===== src/rtl/bwt_mem_req_arbiter.sv =====
// rtl/bwt_mem_req_arbiter.sv - forward/backward BWT occurrence-table read arbiter
//
// Purpose: buffers forward and backward lookup requests in per-source FIFOs,
// picks between the two sources round-robin, and turns each request into one
// read (k and l share a cacheline) or two reads (k, then l) on a valid/ready
// memory port. Each read is tagged so the response can be routed back.
//
// Ports:
//   clk, rst                   clock, asynchronous active-low reset
//   fwd_req_valid/addr_k/addr_l/read_num, fwd_stall    forward request side
//   bck_req_valid/addr_k/addr_l/read_num, bck_stall    backward request side
//   mem_req_valid/ready/addr/tag                        memory read port
//                              tag = {src, kind[1:0], read_num}
//   overflow_err               sticky: push into a full FIFO was dropped
//   busy                       work pending in a FIFO or the hold register

module bwt_mem_req_arbiter #(
    parameter int unsigned ADDR_W = 42,
    parameter int unsigned RN_W   = 9,
    parameter int unsigned DEPTH  = 4
) (
    input  logic              clk,
    input  logic              rst,
    input  logic              fwd_req_valid,
    input  logic [ADDR_W-1:0] fwd_addr_k,
    input  logic [ADDR_W-1:0] fwd_addr_l,
    input  logic [RN_W-1:0]   fwd_read_num,
    output logic              fwd_stall,
    input  logic              bck_req_valid,
    input  logic [ADDR_W-1:0] bck_addr_k,
    input  logic [ADDR_W-1:0] bck_addr_l,
    input  logic [RN_W-1:0]   bck_read_num,
    output logic              bck_stall,
    output logic              mem_req_valid,
    input  logic              mem_req_ready,
    output logic [ADDR_W-1:0] mem_req_addr,
    output logic [RN_W+2:0]   mem_req_tag,
    output logic              overflow_err,
    output logic              busy
);

    localparam int unsigned PTR_W = $clog2(DEPTH);
    localparam int unsigned CNT_W = PTR_W + 1;
    localparam int unsigned EW    = 2 * ADDR_W + RN_W;

    localparam logic [1:0] KIND_K      = 2'b00;
    localparam logic [1:0] KIND_L      = 2'b01;
    localparam logic [1:0] KIND_SHARED = 2'b10;

    typedef enum logic [1:0] {
        IDLE    = 2'd0,
        ISSUE_K = 2'd1,
        ISSUE_L = 2'd2
    } state_t;

    // Index 0 = forward, 1 = backward throughout.
    logic [EW-1:0]    fifo_q   [2][DEPTH];
    logic [PTR_W-1:0] wr_ptr_q [2];
    logic [PTR_W-1:0] rd_ptr_q [2];
    logic [CNT_W-1:0] cnt_q    [2];
    logic [CNT_W-1:0] cnt_d    [2];
    logic [EW-1:0]    push_data[2];
    logic [1:0]       push, pop, accept, full, nonempty;
    logic [1:0]       stall_q, overflow_q;

    state_t            state_q;
    logic              req_valid_q;
    logic [ADDR_W-1:0] req_addr_q;
    logic [RN_W+2:0]   req_tag_q;
    logic [ADDR_W-1:0] hold_l_q;
    logic              pref_bck_q;

    logic              release_req, can_grant, do_grant, grant_bck;
    logic [EW-1:0]     grant_entry;
    logic [ADDR_W-1:0] load_k, load_l;
    logic [RN_W-1:0]   load_rn;
    logic [RN_W+2:0]   load_tag;

    always_comb begin
        push         = {bck_req_valid, fwd_req_valid};
        push_data[0] = {fwd_addr_k, fwd_addr_l, fwd_read_num};
        push_data[1] = {bck_addr_k, bck_addr_l, bck_read_num};
        for (int s = 0; s < 2; s++) begin
            full[s]     = (cnt_q[s] == CNT_W'(DEPTH));
            nonempty[s] = (cnt_q[s] != '0);
        end
    end

    // The hold register frees up either from IDLE or on the handshake of the
    // request's last read; in both cases the next entry is popped this cycle.
    always_comb begin
        release_req = req_valid_q && mem_req_ready &&
                      ((state_q == ISSUE_L) ||
                       ((state_q == ISSUE_K) && (req_tag_q[RN_W+1:RN_W] == KIND_SHARED)));
        can_grant   = (state_q == IDLE) || release_req;
        do_grant    = can_grant && (|nonempty);
        grant_bck   = (&nonempty) ? pref_bck_q : nonempty[1];
        pop[0]      = do_grant && !grant_bck;
        pop[1]      = do_grant && grant_bck;
        grant_entry = grant_bck ? fifo_q[1][rd_ptr_q[1]] : fifo_q[0][rd_ptr_q[0]];
        {load_k, load_l, load_rn} = grant_entry;
        load_tag    = {grant_bck, (load_k == load_l) ? KIND_SHARED : KIND_K, load_rn};
    end

    // A pop in the same cycle frees a slot, so a push into a full FIFO that is
    // also being popped is accepted.
    always_comb begin
        for (int s = 0; s < 2; s++) begin
            accept[s] = push[s] && (!full[s] || pop[s]);
            cnt_d[s]  = cnt_q[s] + CNT_W'(accept[s]) - CNT_W'(pop[s]);
        end
    end

    always_ff @(posedge clk) begin
        for (int s = 0; s < 2; s++) begin
            if (accept[s]) begin
                fifo_q[s][wr_ptr_q[s]] <= push_data[s];
            end
        end
    end

    always_ff @(posedge clk or negedge rst) begin
        if (!rst) begin
            for (int s = 0; s < 2; s++) begin
                wr_ptr_q[s] <= '0;
                rd_ptr_q[s] <= '0;
                cnt_q[s]    <= '0;
            end
            stall_q    <= '0;
            overflow_q <= '0;
        end else begin
            for (int s = 0; s < 2; s++) begin
                if (accept[s]) begin
                    wr_ptr_q[s] <= wr_ptr_q[s] + PTR_W'(1);
                end
                if (pop[s]) begin
                    rd_ptr_q[s] <= rd_ptr_q[s] + PTR_W'(1);
                end
                cnt_q[s] <= cnt_d[s];
                // One slot of slack covers the source's one-cycle reaction.
                stall_q[s] <= (cnt_d[s] >= CNT_W'(DEPTH - 1));
                if (push[s] && !accept[s]) begin
                    overflow_q[s] <= 1'b1;
                end
            end
        end
    end

    always_ff @(posedge clk or negedge rst) begin
        if (!rst) begin
            state_q     <= IDLE;
            req_valid_q <= 1'b0;
            req_addr_q  <= '0;
            req_tag_q   <= '0;
            hold_l_q    <= '0;
            pref_bck_q  <= 1'b0;
        end else if (do_grant) begin
            state_q     <= ISSUE_K;
            req_valid_q <= 1'b1;
            req_addr_q  <= load_k;
            req_tag_q   <= load_tag;
            hold_l_q    <= load_l;
            pref_bck_q  <= !grant_bck;
        end else begin
            case (state_q)
                ISSUE_K: begin
                    if (mem_req_ready) begin
                        if (req_tag_q[RN_W+1:RN_W] == KIND_SHARED) begin
                            state_q     <= IDLE;
                            req_valid_q <= 1'b0;
                        end else begin
                            state_q                   <= ISSUE_L;
                            req_addr_q                <= hold_l_q;
                            req_tag_q[RN_W+1:RN_W]    <= KIND_L;
                        end
                    end
                end
                ISSUE_L: begin
                    if (mem_req_ready) begin
                        state_q     <= IDLE;
                        req_valid_q <= 1'b0;
                    end
                end
                default: begin
                    state_q     <= IDLE;
                    req_valid_q <= 1'b0;
                end
            endcase
        end
    end

    assign fwd_stall     = stall_q[0];
    assign bck_stall     = stall_q[1];
    assign overflow_err  = |overflow_q;
    assign mem_req_valid = req_valid_q;
    assign mem_req_addr  = req_addr_q;
    assign mem_req_tag   = req_tag_q;
    assign busy          = (|nonempty) || (state_q != IDLE);

endmodule

===== config.mk =====
export PLATFORM = sky130hd
export DESIGN_NAME = bwt_mem_req_arbiter
export DESIGN_NICKNAME = d
export VERILOG_FILES = /design/src/rtl/bwt_mem_req_arbiter.sv
export SDC_FILE = /design/constraint.sdc
export NUM_CORES = 1
export LEC_CHECK = 0
export CORE_MARGIN = 5
export CORE_UTILIZATION = 60
export DETAILED_ROUTE_END_ITERATION = 12
export GPL_ROUTABILITY_DRIVEN = 0
export GPL_TIMING_DRIVEN = 0
export PLACE_DENSITY = 0.8
export REMOVE_ABC_BUFFERS = 1
export SETUP_SLACK_MARGIN = 0.05
export SYNTH_ARGS = -nofsm -noshare
export SYNTH_HDL_FRONTEND = slang
export SYNTH_SLANG_ARGS = --single-unit

===== constraint.sdc =====
create_clock -name clk -period 7.4 [get_ports clk]
set_clock_uncertainty 0.05 [all_clocks]
set_input_delay 1.11 -clock clk [delete_from_list [all_inputs] [get_ports clk]]
set_output_delay 1.11 -clock clk [all_outputs]
set_load 0.02 [all_outputs]

==> impl_results.html, run 1 <==
<table>
<tr><th>Metric</th><th>Value</th></tr>
<tr><th colspan="2">STA</th></tr>
<tr><td>Worst-case headroom to the max-slew limit</td><td>0.332</td></tr>
<tr><td>Part of the cycle the worst path needs</td><td>0.615</td></tr>
<tr><td>Shortest period the worst path allows</td><td>approximately 4600 ps</td></tr>
<tr><td>Slew Viols, Final</td><td>0</td></tr>
<tr><td>Maximum clock rate</td><td>between 200 and 250 MHz</td></tr>
<tr><td>Final Setup Violations</td><td>0</td></tr>
<tr><td>Number of hold violations in the final report</td><td>0</td></tr>
<tr><td>Setup repair after global routing missed its margin</td><td>false</td></tr>
<tr><td>Worst hold margin</td><td>about 370 ps</td></tr>
<tr><td>Transition time at the pin with the least slew margin</td><td>about 1000 ps</td></tr>
<tr><th colspan="2">Setup path</th></tr>
<tr><td>Dominant delay contributor by cell family on the critical path</td><td>buffers and inverters</td></tr>
<tr><td>Worst-path fanout max</td><td>between 60 and 70</td></tr>
<tr><td>Largest stage delay on the critical path</td><td>approximately 600 ps</td></tr>
<tr><td>Most common cell on crit path</td><td>sky130_fd_sc_hd__inv_1</td></tr>
<tr><td>Bufs and invs on worst path</td><td>5</td></tr>
<tr><td>Startpoint-to-endpoint class of the critical path</td><td>primary input to flip-flop</td></tr>
<tr><td>Endpoint class of the critical path</td><td>flip-flop</td></tr>
<tr><td>Cells traversed along the worst timing path</td><td>clkdlybuf4s50_1 -&gt; and3_1 -&gt; o21a_4 -&gt; buf_16 -&gt; nand2_1 -&gt; nand3_1 -&gt; and2_1 -&gt; inv_1 -&gt; ha_1 -&gt; inv_1 -&gt; ha_1 -&gt; inv_1 -&gt; fa_1 -&gt; xnor2_1 -&gt; xnor2_1 -&gt; a21o_1</td></tr>
<tr><td>Crit path DAT</td><td>roughly 5000 ps</td></tr>
<tr><td>Type of origin of the critical path</td><td>primary input</td></tr>
<tr><td>Cell with the biggest individual delay on the critical path</td><td>sky130_fd_sc_hd__clkdlybuf4s50_1</td></tr>
<tr><td>Start of the worst register-to-register path</td><td>mem_req_tag[10]</td></tr>
<tr><td>Data required time of the critical path</td><td>approximately 7900 ps</td></tr>
<tr><td>Beginning of the critical path</td><td>mem_req_ready</td></tr>
<tr><th colspan="2">Detailed routing</th></tr>
<tr><td>Total wire length after detailed routing</td><td>76700 µm</td></tr>
<tr><td>Count of routing violations after the opening detailed-route iteration</td><td>~1.6k</td></tr>
<tr><td>Number of antenna-violating nets in the routed design</td><td>0</td></tr>
<tr><td>Final routed DRC violation total</td><td>0</td></tr>
<tr><td>Detailed-router iteration count before antenna repair</td><td>5</td></tr>
<tr><td>Total via count after detailed routing</td><td>roughly 17k</td></tr>
<tr><td>Routed wirelength normalized by instance count</td><td>between 20 and 30 µm</td></tr>
<tr><td>Post-DR vias/cell</td><td>about 6.1</td></tr>
<tr><th colspan="2">Global route</th></tr>
<tr><td>Overall overflow remaining after global route</td><td>0</td></tr>
<tr><td>Largest net degree at the start of global routing</td><td>between 70 and 80</td></tr>
<tr><td>Number of global-route vias before repair</td><td>between 15k and 20k</td></tr>
<tr><td>Antenna violations before repair</td><td>22</td></tr>
<tr><td>Wire length of the first global-routing pass</td><td>roughly 110000 µm</td></tr>
<tr><td>GRT Resource Usage Total</td><td>0.258</td></tr>
<tr><th colspan="2">Floorplanning</th></tr>
<tr><td>Count of pins on the block boundary</td><td>250</td></tr>
<tr><td>Starting density of the core</td><td>0.606</td></tr>
<tr><td>Count of standard-cell rows</td><td>86</td></tr>
<tr><td>Die height</td><td>roughly 250 µm</td></tr>
<tr><td>Width of the die</td><td>246 µm</td></tr>
<tr><td>Die footprint</td><td>60400 µm²</td></tr>
<tr><td>Area inside the core boundary</td><td>approximately 55000 µm²</td></tr>
<tr><th colspan="2">Clock network</th></tr>
<tr><td>CTS hold repair buffers</td><td>0</td></tr>
<tr><td>H-tree levels</td><td>3</td></tr>
<tr><td>Clock transition time at the flip-flop clock pins of the worst setup and hold paths</td><td>60 ps</td></tr>
<tr><td>Root cell of the clock tree</td><td>sky130_fd_sc_hd__clkbuf_16</td></tr>
<tr><td>CTS sink count</td><td>862</td></tr>
<tr><td>Post-cts gate resize count</td><td>0</td></tr>
<tr><td>Maximum root-to-sink buffer count</td><td>3</td></tr>
<tr><td>TritonCTS clock tree</td><td>built</td></tr>
<tr><td>Clk Latency, worst-skew pair</td><td>between 600 and 700 ps</td></tr>
<tr><td>Clock buffers created by TritonCTS</td><td>85</td></tr>
<tr><td>Setup fix buffers added after clock tree synthesis</td><td>0</td></tr>
<tr><th colspan="2">Synth</th></tr>
<tr><td>Proportion of synthesized chip area in sequential cells</td><td>0.758</td></tr>
<tr><td>Mapped Cells</td><td>approximately 1.7k</td></tr>
<tr><td>Count of unique library cells instantiated by Yosys</td><td>41</td></tr>
<tr><td>Most instantiated flip-flop cell in the synthesis netlist</td><td>sky130_fd_sc_hd__edfxtp_1</td></tr>
<tr><td>Share of the synthesized area in compound gates (AO/OA/AOI/OAI)</td><td>0.0213</td></tr>
<tr><td>Simple-gate area share of the yosys netlist</td><td>0.0411</td></tr>
<tr><td>FFs w/ async S/R, synth</td><td>0.137</td></tr>
<tr><td>Avg Inst Size Synth</td><td>between 15 and 20 µm²</td></tr>
<tr><td>Main combinational cell family by area after synthesis</td><td>multiplexers</td></tr>
<tr><td>Netlist area before placement</td><td>between 30000 and 40000 µm²</td></tr>
<tr><td>Xor/xnor cell area share of the yosys netlist</td><td>0.0168</td></tr>
<tr><td>Share of synthesized area spent on multiplexers</td><td>0.142</td></tr>
<tr><td>Count of warnings emitted by yosys</td><td>0</td></tr>
<tr><td>Adder-cell share of the synthesized area</td><td>0.00570</td></tr>
<tr><td>Total of flip-flops plus latches after synthesis</td><td>862</td></tr>
<tr><td>Post-synth EDFFs</td><td>around 740</td></tr>
<tr><th colspan="2">Finish</th></tr>
<tr><td>Net count, final</td><td>about 2.2k</td></tr>
<tr><td>Non-filler cells, final</td><td>~2.8k</td></tr>
<tr><td>Core Util, Final</td><td>0.729</td></tr>
<tr><td>Most common cell after layout, fill and taps aside</td><td>sky130_fd_sc_hd__edfxtp_1</td></tr>
<tr><td>Area growth syn-to-layout</td><td>20.4%</td></tr>
<tr><td>Fraction of final layout cells sized beyond drive strength 1</td><td>0.181</td></tr>
<tr><td>Top library cells by usage in the layout, fill and taps aside</td><td>sky130_fd_sc_hd__edfxtp_1, sky130_fd_sc_hd__clkdlybuf4s50_1, sky130_fd_sc_hd__nand2_1, sky130_fd_sc_hd__mux4_2, sky130_fd_sc_hd__dfrtp_1</td></tr>
<tr><th colspan="2">Worst hold path</th></tr>
<tr><td>Hold crit path type</td><td>primary input to asynchronous set/reset pin</td></tr>
<tr><th colspan="2">Power and ir drop</th></tr>
<tr><td>Power density normalized to cell area</td><td>446 nW/µm²</td></tr>
<tr><td>Maximum vdd ir drop</td><td>about 0.56 mV</td></tr>
<tr><td>Leakage Power</td><td>~14 nW</td></tr>
<tr><td>Power Total</td><td>roughly 0.018 W</td></tr>
<tr><th colspan="2">Outcome</th></tr>
<tr><td>Result of the run</td><td>complete, no violations</td></tr>
<tr><th colspan="2">Placement</th></tr>
<tr><td>Placed Cells incl. Taps</td><td>approximately 2.7k</td></tr>
<tr><td>Half-perimeter wire length after placement</td><td>46700 µm</td></tr>
<tr><td>Count of buffers from port buffering</td><td>249</td></tr>
<tr><th colspan="2">Flow run</th></tr>
<tr><td>Max-capacitance violation count</td><td>0</td></tr>
</table>
## state kept, by name, indices dropped and copies added (netlist names)
name	count
mem_req_tag	12
mem_req_valid	1
rd_ptr_q	4
pref_bck_q	1
wr_ptr_q	4
cnt_q	6
state_q	2
stall_q	2
overflow_q	2
hold_l_q	42
fifo_q	744
mem_req_addr	42
## per-stage QoR
step                setup TNS (ps)  area, µm²  setup slack (ps)
floorplan                  -805840      32900             -2160
global placement          -5492500      36400             -9320
detailed placement               0      37300              2250
CTS                              0      40100              2900
global route                     0      40100              2710
finish                           0      40200              2850
## synth_stat cells, types with 2 or more instances
library cell / count / area share
sky130_fd_sc_hd__edfxtp_1: 744 / 0.67
sky130_fd_sc_hd__nand2_1: 195 / 0.022
sky130_fd_sc_hd__mux4_2: 186 / 0.13
sky130_fd_sc_hd__dfrtp_1: 118 / 0.089
sky130_fd_sc_hd__mux2i_1: 54 / 0.016
sky130_fd_sc_hd__xnor2_1: 48 / 0.013
sky130_fd_sc_hd__and3_1: 47 / 0.0088
sky130_fd_sc_hd__clkbuf_1: 41 / 0.0046
sky130_fd_sc_hd__nor2_1: 40 / 0.0045
sky130_fd_sc_hd__a31oi_1: 39 / 0.0073
sky130_fd_sc_hd__o21ai_0: 32 / 0.0048
sky130_fd_sc_hd__a21oi_1: 30 / 0.0045
sky130_fd_sc_hd__buf_2: 25 / 0.0038
sky130_fd_sc_hd__inv_1: 17 / 0.0019
sky130_fd_sc_hd__xor2_1: 16 / 0.0042
sky130_fd_sc_hd__ha_1: 12 / 0.0045
sky130_fd_sc_hd__buf_4: 9 / 0.0020
sky130_fd_sc_hd__nand4_1: 9 / 0.0017
sky130_fd_sc_hd__buf_1: 7 / 0.00079
sky130_fd_sc_hd__buf_6: 5 / 0.0017
sky130_fd_sc_hd__nor3_1: 5 / 0.00075
sky130_fd_sc_hd__a221o_1: 4 / 0.0012
sky130_fd_sc_hd__nand3_1: 3 / 0.00045
sky130_fd_sc_hd__nor2b_1: 3 / 0.00056
sky130_fd_sc_hd__nor3_2: 3 / 0.00090
sky130_fd_sc_hd__nor4_1: 3 / 0.00056
sky130_fd_sc_hd__a21o_1: 2 / 0.00045
sky130_fd_sc_hd__a41o_1: 2 / 0.00060
sky130_fd_sc_hd__and2_1: 2 / 0.00037
sky130_fd_sc_hd__fa_1: 2 / 0.0012
sky130_fd_sc_hd__nand2b_1: 2 / 0.00037
sky130_fd_sc_hd__o211ai_1: 2 / 0.00045
sky130_fd_sc_hd__o21ai_1: 2 / 0.00030
## final cells by class
| class | instances | area [µm²] |
|---|---|---|
| Sequential cell | 862 | 25300 |
| Fill cell | 3162 | 14900 |
| Multi-Input combinational cell | 751 | 7660 |
| Timing Repair Buffer | 282 | 3300 |
| Clock buffer | 118 | 2430 |
| Tap cell | 748 | 936 |
| Clock inverter | 42 | 413 |
| Inverter | 17 | 63.8 |
| Antenna cell | 16 | 40.0 |
## per-layer routing
metal,routed length [µm],vias to the layer above,GRT usage,share of wire
met1,29800,9051,0.349,0.39
met3,6260,158,0.0649,0.082
li1,-,7415,-,-
met4,2080,12,0.0896,0.027
met2,38500,767,0.419,0.50
met5,74,-,0,0.00096
## kinds of logic after synthesis
| logic type | Yosys count |
|---|---|
| DFF | 862 |
| buffers and inverters | 104 |
| AOI/OAI and AO/OA | 119 |
| and+or+nand+nor | 313 |
| xor gates and xnor gates | 64 |
| muxes | 241 |
| adders and majority gates | 14 |
## final timing paths
kind / endpoint / slack, ps / depth (start not counted)
setup reg to reg: stall_q[0] / 3100 / 17
hold reg to reg: mem_req_tag[11] / 430 / 2
setup / recovery: stall_q[0] / 2850 / 16
max in group asynchronous: hold_l_q[38] / 6080 / 2
hold / removal: hold_l_q[27] / 370 / 1
min in group clk: mem_req_tag[11] / 430 / 2
## where the power goes
group          total, W  internal (W)  switching, W
registers       0.00719       0.00658      0.000609
logic           0.00640       0.00284       0.00356
clock network   0.00434       0.00255       0.00179
No activity file was read; power rests on OpenSTA's default activity.
==> run 2, diff against run 1 <==
Settings changed: CORE_UTILIZATION 60 to 53, PLACE_DENSITY 0.8 to 0.75.
Clock period 7.4 ns to 4.1 ns, I/O delays scaled along.
==> impl_results.html, run 2 (synthesized netlist as in run 1, its figures left out) <==
<table>
<tr><th>Metric</th><th>Value</th></tr>
<tr><th colspan="2">Finish</th></tr>
<tr><td>Register area</td><td>25300 µm² (unchanged)</td></tr>
<tr><td>Area growth syn-to-layout</td><td>20.4% (about the same)</td></tr>
<tr><td>Net count, final</td><td>2206 (was 2204)</td></tr>
<tr><td>Top library cells by usage in the layout, fill and taps aside</td><td>sky130_fd_sc_hd__edfxtp_1, sky130_fd_sc_hd__clkdlybuf4s50_1, sky130_fd_sc_hd__nand2_1, sky130_fd_sc_hd__mux4_2, sky130_fd_sc_hd__dfrtp_1 (unchanged)</td></tr>
<tr><td>Number of fillers in the final layout</td><td>4152 (was 3162)</td></tr>
<tr><td>Number of flip-flops in the largest register</td><td>744 (unchanged)</td></tr>
<tr><td>Most common cell after layout, fill and taps aside</td><td>sky130_fd_sc_hd__edfxtp_1 (unchanged)</td></tr>
<tr><td>Total non-filler cell area in the finished layout</td><td>40200 µm² (about the same)</td></tr>
<tr><td>Fraction of final layout cells sized beyond drive strength 1</td><td>0.181 (about the same)</td></tr>
<tr><td>Area of the multi-input gates</td><td>7710 µm² (was 7660 µm²)</td></tr>
<tr><th colspan="2">Placement</th></tr>
<tr><td>Post-placement setup slack</td><td>-418 ps (was 2250 ps)</td></tr>
<tr><td>Count of buffers from port buffering</td><td>249 (unchanged)</td></tr>
<tr><td>Area of placed instances</td><td>37300 µm² (about the same)</td></tr>
<tr><td>Half-perimeter wire length after placement</td><td>45900 µm (was 46700 µm)</td></tr>
<tr><th colspan="2">Detailed routing</th></tr>
<tr><td>Final routed DRC violation total</td><td>0 (unchanged)</td></tr>
<tr><td>Routed wirelength normalized by instance count</td><td>26.4 µm (was 27.0 µm)</td></tr>
<tr><td>Total via count after detailed routing</td><td>17.3k (was 17.4k)</td></tr>
<tr><td>Post-DR vias/cell</td><td>5.90 (was 6.14)</td></tr>
<tr><td>Number of antenna-violating nets in the routed design</td><td>0 (unchanged)</td></tr>
<tr><td>Detailed-router iteration count before antenna repair</td><td>7 (was 5)</td></tr>
<tr><td>Total wire length after detailed routing</td><td>77300 µm (was 76700 µm)</td></tr>
<tr><td>Count of routing violations after the opening detailed-route iteration</td><td>1518 (was 1588)</td></tr>
<tr><th colspan="2">Clock network</th></tr>
<tr><td>Root cell of the clock tree</td><td>sky130_fd_sc_hd__clkbuf_16 (unchanged)</td></tr>
<tr><td>H-tree levels</td><td>3 (unchanged)</td></tr>
<tr><td>CTS sink count</td><td>862 (unchanged)</td></tr>
<tr><td>Clock buffers created by TritonCTS</td><td>84 (was 85)</td></tr>
<tr><td>TritonCTS clock tree</td><td>built (unchanged)</td></tr>
<tr><td>Clk Latency, worst-skew pair</td><td>610 ps (was 620 ps)</td></tr>
<tr><td>Clock transition time at the flip-flop clock pins of the worst setup and hold paths</td><td>60 ps (about the same)</td></tr>
<tr><td>Maximum root-to-sink buffer count</td><td>3 (unchanged)</td></tr>
<tr><th colspan="2">STA</th></tr>
<tr><td>Transition time at the pin with the least slew margin</td><td>960 ps (was 998 ps)</td></tr>
<tr><td>Setup repair after global routing missed its margin</td><td>false (unchanged)</td></tr>
<tr><td>Slew Viols, Final</td><td>0 (unchanged)</td></tr>
<tr><td>Part of the cycle the worst path needs</td><td>0.936</td></tr>
<tr><td>Final Setup Violations</td><td>0 (unchanged)</td></tr>
<tr><td>Shortest period the worst path allows</td><td>3840 ps</td></tr>
<tr><td>Maximum clock rate</td><td>261 MHz</td></tr>
<tr><td>Worst-case headroom to the max-slew limit</td><td>0.360 (was 0.332)</td></tr>
<tr><td>Number of hold violations in the final report</td><td>0 (unchanged)</td></tr>
<tr><td>Final worst setup slack</td><td>262 ps (was 2850 ps)</td></tr>
<tr><th colspan="2">Power and ir drop</th></tr>
<tr><td>Sw Share</td><td>0.332 (about the same)</td></tr>
<tr><td>Total internal power</td><td>0.0216 W (was 0.0120 W)</td></tr>
<tr><td>Power density normalized to cell area</td><td>803 nW/µm² (was 446 nW/µm²)</td></tr>
<tr><td>Leakage Power</td><td>13.7 nW (about the same)</td></tr>
<tr><td>Switching power summed over all nets</td><td>0.0107 W (was 0.00595 W)</td></tr>
<tr><td>Part of the total power dissipated in combinational logic</td><td>0.361 (was 0.357)</td></tr>
<tr><td>Clock share of power</td><td>0.239 (was 0.242)</td></tr>
<tr><td>Part of the total power dissipated in sequential elements</td><td>0.400 (was 0.401)</td></tr>
<tr><td>Maximum vdd ir drop</td><td>0.621 mV (was 0.563 mV)</td></tr>
<tr><th colspan="2">Global route</th></tr>
<tr><td>Wire length of the first global-routing pass</td><td>114000 µm (was 115000 µm)</td></tr>
<tr><td>Number of global-route vias before repair</td><td>18.2k (was 18.7k)</td></tr>
<tr><td>Largest net degree at the start of global routing</td><td>84 (was 79)</td></tr>
<tr><td>Met3 layer usage reported by global route</td><td>0.0552 (was 0.0649)</td></tr>
<tr><td>GRT Resource Usage Total</td><td>0.227 (was 0.258)</td></tr>
<tr><td>Overall overflow remaining after global route</td><td>0 (unchanged)</td></tr>
<tr><td>Global-route layer with the greatest usage</td><td>met2 (unchanged)</td></tr>
<tr><td>Met2 Resource Use GR</td><td>0.368 (was 0.419)</td></tr>
<tr><td>Antenna violations before repair</td><td>23 (was 22)</td></tr>
<tr><td>GR Util met1</td><td>0.312 (was 0.349)</td></tr>
<tr><th colspan="2">Floorplanning</th></tr>
<tr><td>Die height</td><td>261 µm (was 246 µm)</td></tr>
<tr><td>Count of standard-cell rows</td><td>92 (was 86)</td></tr>
<tr><td>Die footprint</td><td>68100 µm² (was 60400 µm²)</td></tr>
<tr><td>Count of pins on the block boundary</td><td>250 (unchanged)</td></tr>
<tr><td>Width of the die</td><td>261 µm (was 246 µm)</td></tr>
<tr><td>Area inside the core boundary</td><td>62700 µm² (was 55100 µm²)</td></tr>
<tr><td>Starting density of the core</td><td>0.532 (was 0.606)</td></tr>
<tr><th colspan="2">Setup path</th></tr>
<tr><td>Startpoint-to-endpoint class of the critical path</td><td>flip-flop to flip-flop (was primary input to flip-flop)</td></tr>
<tr><td>Data required time of the critical path</td><td>4530 ps (was 7850 ps)</td></tr>
<tr><td>Worst-path fanout max</td><td>13 (was 64)</td></tr>
<tr><td>Type of origin of the critical path</td><td>flip-flop (was primary input)</td></tr>
<tr><td>Endpoint class of the critical path</td><td>flip-flop (unchanged)</td></tr>
<tr><td>Crit path DAT</td><td>4260 ps (was 5000 ps)</td></tr>
<tr><th colspan="2">Worst hold path</th></tr>
<tr><td>Hold crit path type</td><td>flip-flop to flip-flop (was primary input to asynchronous set/reset pin)</td></tr>
<tr><th colspan="2">Flow run</th></tr>
<tr><td>Max-capacitance violation count</td><td>0 (unchanged)</td></tr>
<tr><th colspan="2">Outcome</th></tr>
<tr><td>Result of the run</td><td>complete, no violations (unchanged)</td></tr>
</table>
run 2: cell count changes in the layout (fill, tap and decap cells not counted), moves of 2 or more:
cell	previous run	this run
sky130_fd_sc_hd__clkbuf_1	18	23
sky130_fd_sc_hd__clkinv_4	4	0
sky130_fd_sc_hd__buf_16	19	16
sky130_fd_sc_hd__clkbuf_8	12	9
sky130_fd_sc_hd__clkinv_1	12	9
sky130_fd_sc_hd__buf_4	0	2
sky130_fd_sc_hd__clkinv_2	13	15
sky130_fd_sc_hd__diode_2	16	14
sky130_fd_sc_hd__o21a_2	0	2
run 2: repair_timing:
item,in CTS,in global routing
hold endpoints to repair,35,0
setup buffers,0,3
pin swaps,2,2
hold buffers,1,0
setup endpoints to repair,1,5
cloned,1,2
resized for setup,2,4
run 2: metal layers:
metal,vias to the layer above,routed length (µm),part of all wire
li1,7401,-,-
met1,9015,30500,0.40
met2,709,38200,0.49
met3,141,6820,0.088
met4,22,1550,0.020
met5,-,152,0.0020
run 2: power groups by stage:
stage          sequential, W  combinational [W]  clock, W
6_report              0.0129             0.0117   0.00770
5_1_grt               0.0131             0.0125   0.00822
4_1_cts               0.0130             0.0116   0.00783
3_5_place_dp          0.0131             0.0114         0
3_3_place_gp          0.0139            0.00957         0
2_1_floorplan         0.0136            0.00703         0
run 2: metrics by stage:
| step | util | std cells | TNS [ps] | total power [W] | hold WS, ps |
|---|---|---|---|---|---|
| final | 0.640 | 2929 | 0 | 0.0323 | 425 |
| after global routing | 0.640 | 2922 | 0 | 0.0339 | 445 |
| after CTS | 0.639 | 2910 | 0 | 0.0324 | 426 |
| after detailed placement | 0.594 | 2754 | -42050 | 0.0246 | 406 |
| after global placement | 0.582 | 2725 | -8403010 | 0.0235 | 402 |
| after floorplan | - | 1630 | -2979240 | 0.0207 | 269 |
run 2: final cells by class:
type / instances / share of cell area
sequential: 862 / 0.630
antenna: 14 / 0.000872
tap: 846 / 0.0263
multi-input combinational: 754 / 0.192
clock inverter: 35 / 0.00931
clock buffer: 119 / 0.0594
timing repair buffer: 282 / 0.0806
inverter: 17 / 0.00159
run 2: worst paths after layout:
path                                 startpoint         endpoint  slack, ps  depth (start not counted)
worst max-delay path             mem_req_tag[9]       stall_q[0]        260                         16
worst min-delay path            mem_req_tag[11]  mem_req_tag[11]        420                          2
worst max register to register   mem_req_tag[9]       stall_q[0]        260                         16
worst min register to register  mem_req_tag[11]  mem_req_tag[11]        420                          2
max in group asynchronous                   rst     hold_l_q[13]       2660                          3
min in group asynchronous                   rst      hold_l_q[0]        440                          2
run 2: worst max-delay path, cell delays in order, from the launching register on:
cell,delay [ps]
sky130_fd_sc_hd__dfrtp_1,390
sky130_fd_sc_hd__nand2b_1,230
sky130_fd_sc_hd__o21ai_0,210
sky130_fd_sc_hd__and3_4,330
sky130_fd_sc_hd__o21a_4,360
sky130_fd_sc_hd__nand2_1,220
sky130_fd_sc_hd__nand3_2,200
sky130_fd_sc_hd__and2_1,210
sky130_fd_sc_hd__inv_1,60
sky130_fd_sc_hd__ha_1,260
sky130_fd_sc_hd__inv_1,60
sky130_fd_sc_hd__ha_1,150
sky130_fd_sc_hd__inv_1,60
sky130_fd_sc_hd__fa_1,380
sky130_fd_sc_hd__xnor2_1,200
sky130_fd_sc_hd__xnor2_1,120
sky130_fd_sc_hd__a21o_1,190
==> run 3, diff against run 2 <==
Settings changed: CTS_CLUSTER_DIAMETER from default to 200.
==> results of run 3 <==
Final layout, timing and power as in run 2 (identical DEF).
